<file path="src/rtl/if_feeder_pkg.sv">
// Shared types and constants for the IF->ID instruction feeder.
package if_feeder_pkg;

  localparam logic [31:0] BOOT_ADDR_DEFAULT = 32'h0000_0080;

  // One fetched word as it sits in the prefetch FIFO.
  typedef struct packed {
    logic [31:0] rdata;
    logic [31:0] addr;
    logic        err;
  } fifo_entry_t;

  typedef enum logic {
    IDLE,
    RUN
  } feeder_state_t;

  // Fetches are word-granular; the low two address bits carry no meaning.
  function automatic logic [31:0] word_align(input logic [31:0] addr);
    return {addr[31:2], 2'b00};
  endfunction

endpackage

</file>
<file path="src/rtl/if_feeder_fifo.sv">
// Generic synchronous FIFO with flush; flush wins over a same-cycle push/pop.
module if_feeder_fifo #(
  parameter int  WIDTH = 32,
  parameter int  DEPTH = 2,
  localparam int PTR_W = $clog2(DEPTH),
  localparam int CNT_W = $clog2(DEPTH) + 1
) (
  input  logic             clk,
  input  logic             rst,
  input  logic             push,
  input  logic             pop,
  input  logic             flush,
  input  logic [WIDTH-1:0] wdata,
  output logic [WIDTH-1:0] rdata,
  output logic [CNT_W-1:0] count,
  output logic             full,
  output logic             empty
);

  logic [WIDTH-1:0] mem [DEPTH];
  logic [PTR_W-1:0] rd_ptr;
  logic [PTR_W-1:0] wr_ptr;
  logic             do_push;
  logic             do_pop;

  assign do_push = push && !flush;
  assign do_pop  = pop && !flush;

  // Pointer and occupancy bookkeeping.
  always_ff @(posedge clk) begin
    // NOTE: state registers use non-blocking assignments so every flop samples pre-edge values.
    if (rst || flush) begin
      rd_ptr <= '0;
      wr_ptr <= '0;
      count  <= '0;
    end else begin
      if (do_push) wr_ptr <= wr_ptr + 1'b1;
      if (do_pop)  rd_ptr <= rd_ptr + 1'b1;
      case ({do_push, do_pop})
        2'b10:   count <= count + 1'b1;
        2'b01:   count <= count - 1'b1;
        default: count <= count;
      endcase
    end
  end

  // Entry storage write port.
  always_ff @(posedge clk) begin
    // NOTE: storage is not reset; the pointers and count alone define which entries are live.
    if (do_push) mem[wr_ptr] <= wdata;
  end

  assign rdata = mem[rd_ptr];
  assign full  = (count == CNT_W'(DEPTH));
  assign empty = (count == '0);

endmodule

</file>
<file path="src/rtl/if_instr_feeder.sv">
// Instruction-supply side of IF->ID: OBI fetch into a prefetch FIFO, presented to ID.
module if_instr_feeder
  import if_feeder_pkg::*;
#(
  parameter int          DEPTH     = 2,
  parameter logic [31:0] BOOT_ADDR = BOOT_ADDR_DEFAULT
) (
  input  logic        clk,
  input  logic        rst,
  input  logic        instr_req_i,
  input  logic        halt_if_i,
  input  logic        id_ready_i,
  input  logic        clear_instr_valid_i,
  input  logic        pc_set_i,
  input  logic [31:0] pc_target_i,
  output logic        instr_valid_o,
  output logic [31:0] instr_rdata_o,
  output logic [31:0] pc_id_o,
  output logic        is_compressed_o,
  output logic        illegal_c_insn_o,
  output logic        is_fetch_failed_o,
  output logic        mem_req_o,
  output logic [31:0] mem_addr_o,
  input  logic        mem_gnt_i,
  input  logic        mem_rvalid_i,
  input  logic [31:0] mem_rdata_i,
  input  logic        mem_err_i
);

  localparam int             CNT_W     = $clog2(DEPTH) + 1;
  localparam logic [CNT_W:0] DEPTH_EXT = (CNT_W + 1)'(DEPTH);

  feeder_state_t    state, state_next;
  logic [31:0]      fetch_addr;
  logic [31:0]      redirect_addr;     // target parked while an old request waits for its grant
  logic             redirect_pending;
  logic             req_pending;       // request raised last cycle and not yet granted
  logic [CNT_W-1:0] outstanding, outstanding_next;
  logic [CNT_W-1:0] discard, discard_next;
  logic [CNT_W:0]   in_flight;
  logic             grant, pending_after, rsp_keep, fifo_pop;
  fifo_entry_t      push_entry, head_entry;
  logic [CNT_W-1:0] fifo_count, aq_count;
  logic             fifo_full, fifo_empty, aq_full, aq_empty;
  logic [31:0]      aq_head;

  assign in_flight     = {1'b0, fifo_count} + {1'b0, outstanding};
  // New requests need a free FIFO slot per in-flight word; a pending one must stay up until granted.
  assign mem_req_o     = req_pending || (state == RUN && !pc_set_i && in_flight < DEPTH_EXT);
  assign mem_addr_o    = mem_req_o ? fetch_addr : '0;
  assign grant         = mem_req_o && mem_gnt_i;
  assign pending_after = mem_req_o && !mem_gnt_i;
  assign rsp_keep      = mem_rvalid_i && (discard == '0);
  assign push_entry    = {mem_rdata_i, aq_head, mem_err_i};

  assign instr_valid_o     = !fifo_empty && !halt_if_i && !pc_set_i;
  assign fifo_pop          = (instr_valid_o && id_ready_i) || (clear_instr_valid_i && !fifo_empty);
  assign instr_rdata_o     = fifo_empty ? '0 : head_entry.rdata;
  assign pc_id_o           = fifo_empty ? '0 : head_entry.addr;
  assign is_fetch_failed_o = !fifo_empty && head_entry.err;
  assign is_compressed_o   = 1'b0;
  assign illegal_c_insn_o  = 1'b0;

  if_feeder_fifo #(.WIDTH($bits(fifo_entry_t)), .DEPTH(DEPTH)) u_entry_fifo (
    .clk   (clk),
    .rst   (rst),
    .push  (rsp_keep),
    .pop   (fifo_pop),
    .flush (pc_set_i),
    .wdata (push_entry),
    .rdata (head_entry),
    .count (fifo_count),
    .full  (fifo_full),
    .empty (fifo_empty)
  );

  // Addresses of granted, still-wanted requests, consumed in response order.
  if_feeder_fifo #(.WIDTH(32), .DEPTH(DEPTH)) u_addr_queue (
    .clk   (clk),
    .rst   (rst),
    .push  (grant && !redirect_pending),
    .pop   (rsp_keep),
    .flush (pc_set_i),
    .wdata (mem_addr_o),
    .rdata (aq_head),
    .count (aq_count),
    .full  (aq_full),
    .empty (aq_empty)
  );

  // Next-state, outstanding and discard bookkeeping.
  always_comb begin
    // NOTE: every signal gets a default first so no path leaves it unassigned (no latch).
    state_next       = state;
    outstanding_next = outstanding;
    discard_next     = discard;
    case (state)
      IDLE:    if (instr_req_i) state_next = RUN;
      RUN:     if (!instr_req_i && !pending_after) state_next = IDLE;
      default: state_next = IDLE;
    endcase
    case ({grant, mem_rvalid_i})
      2'b10:   outstanding_next = outstanding + 1'b1;
      2'b01:   outstanding_next = outstanding - 1'b1;
      default: outstanding_next = outstanding;
    endcase
    // On redirect every response still owed, including a not-yet-granted request, is stale.
    if (pc_set_i)
      discard_next = outstanding_next + {{(CNT_W-1){1'b0}}, pending_after};
    else if (mem_rvalid_i && discard != '0)
      discard_next = discard - 1'b1;
  end

  // Control registers and fetch address.
  always_ff @(posedge clk) begin
    if (rst) begin
      state            <= IDLE;
      fetch_addr       <= BOOT_ADDR;
      redirect_addr    <= '0;
      redirect_pending <= 1'b0;
      req_pending      <= 1'b0;
      outstanding      <= '0;
      discard          <= '0;
    end else begin
      state       <= state_next;
      outstanding <= outstanding_next;
      discard     <= discard_next;
      req_pending <= pending_after;
      if (pc_set_i) begin
        if (pending_after) begin
          redirect_pending <= 1'b1;
          redirect_addr    <= word_align(pc_target_i);
        end else begin
          redirect_pending <= 1'b0;
          fetch_addr       <= word_align(pc_target_i);
        end
      end else if (grant) begin
        if (redirect_pending) begin
          fetch_addr       <= redirect_addr;
          redirect_pending <= 1'b0;
        end else begin
          fetch_addr <= fetch_addr + 32'd4;
        end
      end
    end
  end

  // Structural invariants: no overflow/underflow, and every owed response is either kept or discarded.
  always @(posedge clk) begin
    if (!rst) begin
      assert (!(rsp_keep && fifo_full && !pc_set_i));
      assert (!(grant && !redirect_pending && aq_full && !pc_set_i));
      assert (!(rsp_keep && aq_empty));
      assert ({1'b0, aq_count} + {1'b0, discard} ==
              {1'b0, outstanding} + {{CNT_W{1'b0}}, redirect_pending});
    end
  end

endmodule

</file>
<file path="config.mk">
export PLATFORM = sky130hd
export DESIGN_NAME = if_instr_feeder
export DESIGN_NICKNAME = d
export VERILOG_FILES = /design/src/rtl/if_feeder_pkg.sv /design/src/rtl/if_feeder_fifo.sv /design/src/rtl/if_instr_feeder.sv
export SDC_FILE = /design/constraint.sdc
export NUM_CORES = 1
export LEC_CHECK = 0
export CORE_ASPECT_RATIO = 1.25
export CORE_MARGIN = 10
export CORE_UTILIZATION = 50
export CTS_BUF_LIST = sky130_fd_sc_hd__clkbuf_4
export CTS_CLUSTER_SIZE = 16
export DETAILED_ROUTE_END_ITERATION = 12
export GPL_ROUTABILITY_DRIVEN = 1
export PLACE_DENSITY = 0.76
export SYNTH_ARGS = -nofsm -noshare
export SYNTH_HDL_FRONTEND = slang
export SYNTH_SLANG_ARGS = --single-unit
</file>
<file path="constraint.sdc">
create_clock -name clk -period 8 [get_ports clk]
set_clock_uncertainty 0.2 [all_clocks]
set_input_delay 1.2 -clock clk [delete_from_list [all_inputs] [get_ports clk]]
set_output_delay 1.2 -clock clk [all_outputs]
set_load 0.02 [all_outputs]
</file>
**Yosys cells after proc, flatten, opt, wreduce, memory -nomap -nowiden**

Memories as Yosys holds them, arrays and structs flattened. A register that Yosys moved wholly into a read port is not among the register bits.
Cells that the tools add are included.

- Memory bits (writable): 194
- Memories: 2
- Flip-flop bits (word level): 75
- Logic and storage cells: 92
- Bits of input ports: 74

- Reductions and logical operators: 34
- Order comparisons: 1
- Bitwise logic cells: 1
- Add/sub/neg operators: 12
- Equality and inequality tests: 5
- Muxes and demuxes: 25

Memories:

| name | depth | width | rd ports | clocked after Yosys merged registers in | write ports | line | RTL |
|---|---|---|---|---|---|---|---|
| u_entry_fifo.mem | 2 | 65 | 1 | 1 | 1 | if_feeder_fifo.sv:20 | `logic [WIDTH-1:0] mem [DEPTH];` |
| u_addr_queue.mem | 2 | 32 | 1 | 1 | 1 | if_feeder_fifo.sv:20 |  |

Operators by type and width:

| cell | count |
|---|---|
| 32-bit two-way mux | 7 |
| 32-bit by 3-bit adder with 32-bit output, second input constant | 1 |
| 1-bit logical AND | 16 |
| 1-bit two-way mux | 13 |
| 2-bit case mux with 2 select lines | 2 |
| 2-bit nonzero test | 4 |
| 1-bit zero test | 7 |
| 2-bit by 1-bit subtractor with 2-bit output, second input constant | 3 |
| 1-bit adder, second input constant | 4 |
| 2-bit by 1-bit adder with 2-bit output, second input constant | 2 |
| 2-bit by 1-bit == test with 1-bit output, second input constant | 2 |
| 2-bit == test, second input constant | 2 |
| 2-bit zero test | 2 |
| 2-bit two-way mux | 2 |
| 2-bit AND reduction | 2 |
| 2-bit by 2-bit adder with 3-bit output | 1 |
| 1-bit logical OR | 3 |
| 3-bit by 2-bit less-than comparator with 1-bit output, second input constant | 1 |
| 2-bit by 1-bit adder with 2-bit output | 1 |
| 2-bit inequality test, second input constant | 1 |
| 1-bit case mux with 2 select lines | 1 |
| 1-bit inverter | 1 |

**Longest topological paths before layout**

Gate-level depths: netlist (run 1).

- Depth in word-level cells: 9
- Mapped depth: 10
- Mapped depth without buffers: 10

**Cells and area by module**

Synthesis (run 1) repeated with hierarchy kept, for this count alone.

- Cells, all modules: 959
- Area, all modules: 11783.8 sq um

Modules (own cells, without submodules):

| module | times used | area each (sq um) | cells each | seq. area each (sq um) |
|---|---|---|---|---|
| if_feeder_fifo at u_entry_fifo | 1 | 4893.4 | 226 | 4003.8 |
| if_instr_feeder | 1 | 4366.7 | 609 | 1341.3 |
| if_feeder_fifo at u_addr_queue | 1 | 2523.7 | 124 | 2021.9 |

**Worst setup path before layout (run 1)**

No wires, ideal clock.

- Kind: input to register
- From: input pc_set_i
- To: memory u_entry_fifo.mem[0][0] (netlist name), enable pin
- Slack: 2661 ps
- Stages on the path: 5
- Setup time: 487 ps
- Path buffers: 2
- Arrival: 4652 ps
- Cell sequence: buf_2 -> inv_2 -> clkbuf_1 -> nand3_1 -> nor2_1

- Longest elaborated chain between the ends: 4

RTL lines:

| what | line | RTL |
|---|---|---|
| start, declared | if_instr_feeder.sv:14 | `input logic pc_set_i,` |
| 1-bit zero test | if_feeder_fifo.sv:26 | `assign do_push = push && !flush;` |
| 1-bit logical AND | if_feeder_fifo.sv:26 |  |
| 1-bit two-way mux | if_feeder_fifo.sv:50 | `if (do_push) mem[wr_ptr] <= wdata;` |
| 1-bit two-way mux (not written as such) | if_feeder_fifo.sv:50 |  |
| end, declared | if_feeder_fifo.sv:20 |  |

No other way between the ends.

**Worst setup path after layout (run 1)**

- From: register u_entry_fifo.count[0]
- To: output mem_addr_o[31]

- Longest elaborated chain between the ends: 5

RTL lines:

| what | line | RTL |
|---|---|---|
| start, declared | if_feeder_fifo.sv:15 | `output logic [CNT_W-1:0] count,` |
| start signal, assigned | if_feeder_fifo.sv:40 | `2'b10: count <= count + 1'b1;` |
| start signal, assigned | if_feeder_fifo.sv:41 | `2'b01: count <= count - 1'b1;` |
| start signal, assigned | if_feeder_fifo.sv:42 | `default: count <= count;` |
| 2-bit by 2-bit adder with 3-bit output | if_instr_feeder.sv:47 | `assign in_flight = {1'b0, fifo_count} + {1'b0, outstanding};` |
| 3-bit by 2-bit less-than comparator with 1-bit output | if_instr_feeder.sv:49 | `assign mem_req_o = req_pending \|\| (state == RUN && !pc_set_i && in_flight < DEPTH_EXT);` |
| 1-bit logical AND | if_instr_feeder.sv:49 |  |
| 1-bit logical OR | if_instr_feeder.sv:49 |  |
| 32-bit two-way mux | if_instr_feeder.sv:50 | `assign mem_addr_o = mem_req_o ? fetch_addr : '0;` |
| end, declared | if_instr_feeder.sv:23 | `output logic [31:0] mem_addr_o,` |

No other way between the ends.

==> results of run 1 <==
worst reg2reg max path, cell delays in order, from the launching register on:
cell and delay (ns):
dfxtp_1 0.44, and2_1 0.18, fa_1 0.43, nor4b_1 0.61, o21ai_1 0.29, nor3_2 0.89
buf_4 0.45
sequential cells by signal (all words and copies together), names as in the netlist, named ones only:
signal               count
discard                  2
fetch_addr              30
outstanding              2
redirect_addr           30
redirect_pending         1
req_pending              1
state                    1
u_addr_queue.mem        62
u_addr_queue.rd_ptr      1
u_addr_queue.wr_ptr      1
u_entry_fifo.count       2
u_entry_fifo.mem       128
u_entry_fifo.rd_ptr      1
u_entry_fifo.wr_ptr      1
cells by family (layout without fill, tap and decap cells):
logic type / after synthesis / count (layout) / share of synthesized area
simple gates: 334 / 334 / 0.1419
buf+inv: 74 / 309 / 0.02808
mux: 103 / 103 / 0.09427
fa+ha+maj: 6 / 6 / 0.007269
flops: 265 / 265 / 0.6344
xor+xnor: 20 / 20 / 0.01542
compound gates: 142 / 142 / 0.07842
other cells: 1 / 7 / 0.0003301
layout make-up:
class	count	area [um2]	share of cell area
sequential	265	7211	0.5084
inverter	10	37.54	0.002647
clock inverter	14	131.4	0.009263
antenna	1	2.502	0.0001764
clock buffer	107	803.3	0.05664
timing repair buffer	178	1747	0.1232
tap	283	354.1	0.02497
multi-input combinational	611	3896	0.2747
worst paths after layout:
kind                               from                      end  slack (ns)  cells past startpoint
setup / recovery  u_entry_fifo.count[0]           mem_addr_o[31]        2.98                      6
hold / removal        redirect_addr[17]        redirect_addr[17]        0.25                      2
setup reg to reg  u_entry_fifo.count[0]  u_addr_queue.mem[1][25]        4.15                      6
hold reg to reg       redirect_addr[17]        redirect_addr[17]        0.25                      2
layer usage:
| metal | share of wire | wire length (um) | vias up | GRT usage |
|---|---|---|---|---|
| met5 | 0 | 0 | - | 0 |
| met4 | 0.026 | 701 | 0 | 0.07860 |
| met3 | 0.066 | 1761 | 57 | 0.04739 |
| met2 | 0.50 | 13300 | 255 | 0.2983 |
| met1 | 0.41 | 10740 | 3830 | 0.2078 |
| li1 | - | - | 3848 | - |
cells in the mapped netlist (4+ instances only):
| master | count | area (um2) |
|---|---|---|
| xnor2_1 | 16 | 140.1 |
| xor2_1 | 4 | 35.03 |
| nand2_1 | 121 | 454.2 |
| ha_1 | 5 | 62.56 |
| clkbuf_1 | 37 | 138.9 |
| and4_1 | 5 | 43.79 |
| inv_1 | 8 | 30.03 |
| nand2b_1 | 5 | 31.28 |
| nor2b_1 | 29 | 181.4 |
| o21ai_1 | 5 | 25.02 |
| nor2_1 | 101 | 379.1 |
| buf_2 | 6 | 30.03 |
| o21ai_0 | 18 | 90.09 |
| o21a_1 | 6 | 45.04 |
| a211oi_1 | 6 | 45.04 |
| mux2_2 | 31 | 349.1 |
| and3_1 | 5 | 31.28 |
| nor3_1 | 12 | 60.06 |
| nand4_1 | 12 | 75.07 |
| buf_1 | 13 | 48.80 |
| a21oi_1 | 57 | 285.3 |
| nand3_1 | 13 | 65.06 |
| a31oi_1 | 7 | 43.79 |
| o211ai_1 | 18 | 135.1 |
| mux2i_1 | 71 | 710.7 |
| buf_4 | 7 | 52.55 |
| dfxtp_1 | 75 | 1501 |
| and2_1 | 5 | 31.28 |
| edfxtp_1 | 190 | 5705 |
stage by stage:
stage                     cell area (um2)  setup slack, ns
final                               14180            2.976
after floorplan                     11380            2.661
after global routing                14180            2.713
after detailed placement            13250            3.008
after CTS                           14180            2.917
after global placement              13250            3.098
power by group through the flow:
stage,Sequential [mW],Clock (mW),Combinational [mW]
after detailed placement,1.59,0,0.302
after global routing,1.57,1.33,0.330
final,1.56,1.22,0.302
after CTS,1.56,1.26,0.305
after floorplan,1.58,0,0.190
after global placement,1.59,0,0.295
cell usage in the layout, fill, tap and decap left out, drive strengths merged, types with 23 or more instances in the layout:
| cell type | n |
|---|---|
| dfxtp | 75 |
| nand2 | 121 |
| edfxtp | 190 |
| clkbuf | 107 |
| nor2b | 29 |
| mux2i | 71 |
| mux2 | 32 |
| nor2 | 102 |
| clkdlybuf4s50 | 166 |
| o21ai | 23 |
| a21oi | 57 |
==> results by group, run 1 <==
Finish
  – Share of cells above drive strength 1: 0.1502
  – Final std cells w/o fill: 1469
  – Fin nets: 1212
  – Post-layout util: 0.6364
  – Fill count: 1757
  – Layout Area Growth over Synthesis: 24.84%

Clocking
  – Clk buf depth: 3
  – CTS Buf Count: 66
  – CTS tree: done
  – Setup repair bufs after CTS: 0
  – Hold buffers post-CTS: 0
  – CTS root buf: clkbuf_4
  – CTS resizes: 0
  – Later-pin clock latency in the skew report: 0.65 ns
  – Clk slew on worst S/H paths: 0.06 ns
  – Clock sinks: 265
  – # H-tree levels: 3

STA
  – Worst Max-Slew Pin Slew: 1.135 ns
  – Final hold vios: 0
  – Final min period: 5.024 ns
  – Tcrit/Tclk final: 0.6280
  – Setup tns final: 0 ns
  – WHS: 0.2510 ns
  – Setup violators final: 0
  – Final Max Tran Viols: 0
  – Slew HR: 0.2433
  – Max frequency: 199.0 MHz
  – RSZ-0062 raised after global routing: no

Drt
  – WL/cell: 18.04 um
  – Vias: 7990
  – Detailed Route WL: 26500 um
  – Initial DRC count: 539
  – Drt pass-1 iters: 4
  – DRC Markers: 0
  – Routed Antenna Nets: 0
  – Vias per inst: 5.439

Floorplanning
  – Die height: 188.5 um
  – Num rows: 61
  – Core Footprint: 22290 um2
  – Die width: 154.8 um
  – Die area: 29190 um2
  – Initial core utilization: 0.5098
  – Io pins: 175

Worst hold path
  – Hold Crit Class: flop to flop

Worst setup path
  – Max FO, Critical Path: 33
  – CP cell instances: and2_1 -> fa_1 -> nor4b_1 -> nor2_4 -> nor2b_1 -> clkdlybuf4s50_1
  – Critical path's largest stage delay: 0.71 ns
  – Crit end category: output port
  – Crit Path Category: flop to output port
  – Crit-path slowest cell: clkdlybuf4s50_1
  – CP Launch Type: flop
  – Crit path max-delay family: simple AND/OR/NAND/NOR gates
  – CP required: 6.60 ns
  – Critical Path AT: 3.62 ns
  – Worst Path Buf+Inv: 1

Placed design
  – Port bufs: 168
  – Gpl congestion: 0.8489
  – DP HPWL: 17140 um
  – Placed cells: 1347

Power and ir drop
  – Switching Share: 0.2344
  – Internal cell power: 2.362 mW
  – P_leak: 4.658 nW
  – Switch Pwr: 0.7232 mW
  – VDD IR-drop max: 96.95 uV
  – Pwr/cell area: 217.5 nW/um2
  – Total power: 3.085 mW
  – Combinational Power Share: 0.098
  – Clock power share: 0.395
  – Seq pwr share: 0.507

Synthesis
  – Ys flop type: edfxtp_1
  – Synth Instances: 945
  – EDFF count, synth: 190
  – Yosys warns: 0
  – Number of synthesized register bits: 265
  – Seq/Total Area, Yosys: 0.6344
  – Post-Syn Area: 11360 um2
  – Ys async rst share: 0
  – Avg Inst Size Synth: 12.02 um2
  – Yosys cell types: 67

Status
  – Run status: complete, no violations

Global route
  – Largest net degree at the start of global routing: 67
  – First-pass GRT wire length: 42070 um
  – Initial antenna violation count: 1
  – Number of global-route vias before repair: 7851
  – GRT Util Overall: 0.1774
  – GRT overflow: 0

Run
  – Max Cap Violations: 0
Power figures use the tool's default switching activity.
==> inputs of run 2 (changes only) <==
- clock period: 8 -> 4.65 ns (I/O delays scaled with it)
==> run 2 against run 1 <==
- setup slack worse by 2.7 ns
- sequential cell count unchanged
- sequential power is 72% higher
- count of clock-buffer cells in the layout fell by 4
- register-to-register slack lost 2.6 ns
- global-route usage is 0.19 points lower
- via count is 1.0% lower
- design area increased by 0.16%
- cell count increased by 0.54%
- critical endpoint is now mem_addr_o[26]
- clock power rose by 60%
- largest power group unchanged
==> results by group, run 2 (same netlist as run 1, synthesis figures left out) <==
Status
  – Run status: complete, no violations

Global route
  – Initial antenna violation count: 1 (unchanged)
  – GRT Util Overall: 0.1755 (-0.001908)
  – First-pass GRT wire length: 41560 um (-1.2%)
  – Largest net degree at the start of global routing: 65 (-3.0%)
  – GRT overflow: 0 (unchanged)
  – Number of global-route vias before repair: 7782 (-0.88%)

Power and ir drop
  – Internal cell power: 3.927 mW (+66%)
  – Combinational Power Share: 0.102 (+0.004)
  – Switching Share: 0.2405 (+0.006121)
  – Pwr/cell area: 364.1 nW/um2 (+67%)
  – VDD IR-drop max: 156.8 uV (+62%)
  – Clock power share: 0.378 (-0.017)
  – Seq pwr share: 0.520 (+0.013)
  – Switch Pwr: 1.244 mW (+72%)
  – P_leak: 4.694 nW (+0.77%)
  – Total power: 5.171 mW (+68%)

Clocking
  – CTS root buf: clkbuf_4
  – Clk buf depth: 3 (unchanged)
  – Clock sinks: 265 (unchanged)
  – Later-pin clock latency in the skew report: 0.68 ns (+0.03 ns)
  – Clk slew on worst S/H paths: 0.07 ns (about the same)
  – CTS Buf Count: 67 (+1.5%)
  – # H-tree levels: 3 (unchanged)
  – CTS tree: done
  – Hold buffers post-CTS: 0 (unchanged)

Finish
  – Share of cells above drive strength 1: 0.1542 (+0.004022)
  – Leading cell type in the layout, fill and taps excluded: edfxtp_1
  – Most frequent cells in the layout: 190 x edfxtp_1, 165 x clkdlybuf4s50_1, 121 x nand2_1
  – Post-layout util: 0.6374 (+0.001010)
  – Fin nets: 1222 (+0.83%)
  – Largest Register: u_entry_fifo.mem
  – Post-layout instance area: 14200 um2 (+0.16%)
  – Final std cells w/o fill: 1477 (+0.54%)
  – Layout Area Growth over Synthesis: 25.03%
  – Top flop regs: u_entry_fifo.mem x128, u_addr_queue.mem x62
  – Max reg flops: 128 (unchanged)

Floorplanning
  – Die width: 154.8 um (unchanged)
  – Initial core utilization: 0.5098 (unchanged)
  – Die area: 29190 um2 (unchanged)
  – Num rows: 61 (unchanged)
  – Core Footprint: 22290 um2 (unchanged)
  – Io pins: 175 (unchanged)
  – Die height: 188.5 um (unchanged)

STA
  – Slew HR: 0.3283 (+0.08502)
  – Final min period: 4.420 ns
  – Final hold vios: 0 (unchanged)
  – Setup tns final: 0 ns (unchanged)
  – Tcrit/Tclk final: 0.9504
  – Setup WS post-layout: 0.2305 ns (-2.745 ns)
  – WHS: 0.2489 ns (-0.002126 ns)
  – RSZ-0062 raised after global routing: no
  – Setup violators final: 0 (unchanged)
  – Worst Max-Slew Pin Slew: 1.008 ns (-0.1275 ns)
  – Max frequency: 226.3 MHz
  – Final Max Tran Viols: 0 (unchanged)

Worst setup path
  – Critical Path AT: 3.52 ns (-0.10 ns)
  – CP required: 3.75 ns (-2.85 ns)
  – CP Launch Type: flop
  – Crit Path Category: flop to output port
  – Crit end category: output port
  – Max FO, Critical Path: 21 (-36%)

Drt
  – Highest routed metal layer: met4
  – Vias per inst: 5.353 (-1.6%)
  – Drt pass-1 iters: 5 (+1)
  – DR WL met2: 13260 um (-0.30%)
  – WL met1: 10840 um (+1.0%)
  – Met3 wire len: 1597 um (-9.3%)
  – Initial DRC count: 382 (-29%)
  – Routed Antenna Nets: 0 (unchanged)
  – Detailed Route WL: 26250 um (-0.92%)
  – WL/cell: 17.77 um (-1.5%)
  – Vias: 7907 (-1.0%)
  – DRC Markers: 0 (unchanged)

Placed design
  – Placed cells: 1356 (+0.67%)
  – Port bufs: 168 (unchanged)
  – Post-DP Area: 13330 um2 (+0.64%)
  – DP HPWL: 17620 um (+2.8%)
  – Setup WS pre-CTS: 0.7930 ns (-2.215 ns)
  – Gpl congestion: 0.8240 (-2.9%)

Worst hold path
  – Hold Crit Class: flop to flop

Run
  – Max Cap Violations: 0 (unchanged)
run 2: cell count changes in the layout (fill, tap and decap cells not counted), sizes merged:
cell,previous run,this run
buf,12,21
bufinv,3,1
clkbuf,107,103
clkdlybuf4s50,166,165
clkinv,10,12
dlymetal6s2s,0,1
inv,11,14
run 2: area by class of cell:
| cell class | count | area (um2) |
|---|---|---|
| Clock buffer | 103 | 773.2 |
| Tap cell | 283 | 354.1 |
| Inverter | 10 | 37.54 |
| Sequential cell | 265 | 7211 |
| Clock inverter | 17 | 90.09 |
| Timing Repair Buffer | 187 | 1842 |
| Antenna cell | 1 | 2.502 |
| Multi-Input combinational cell | 611 | 3895 |
| Fill cell | 1739 | 8082 |
run 2: worst max-delay path, cell delays in order, from the launching register on:
cell and delay (ns):
dfxtp_1 0.45, and2_1 0.18, fa_1 0.45, nor4b_2 0.38, nor2_2 0.19, buf_4 0.26
nor2b_1 0.25, clkdlybuf4s50_1 0.68
run 2: final timing paths:
kind | from | to | slack, ns | cells past startpoint
max | u_entry_fifo.count[0] | mem_addr_o[26] | 0.23 | 7
min | redirect_addr[17] | redirect_addr[17] | 0.25 | 2
max reg2reg | u_entry_fifo.count[0] | fetch_addr[21] | 1.55 | 7
min reg2reg | redirect_addr[17] | redirect_addr[17] | 0.25 | 2
run 2: layer usage:
metal,up-vias,track usage
li1,3877,-
met3,48,0.04580
met2,254,0.2940
met4,0,0.06841
met5,-,0
met1,3728,0.2109
run 2: power groups by stage:
stage | logic (mW) | clock network, mW | registers [mW]
floorplan | 0.326 | 0 | 2.72
global placement | 0.518 | 0 | 2.73
detailed placement | 0.531 | 0 | 2.74
CTS | 0.534 | 2.01 | 2.69
global route | 0.578 | 2.14 | 2.70
finish | 0.530 | 1.95 | 2.69
run 2: what timing repair did:
item	4_1_cts	5_1_grt
buffers inserted	0	0
resized for setup	0	2
setup endpoints to repair	0	18
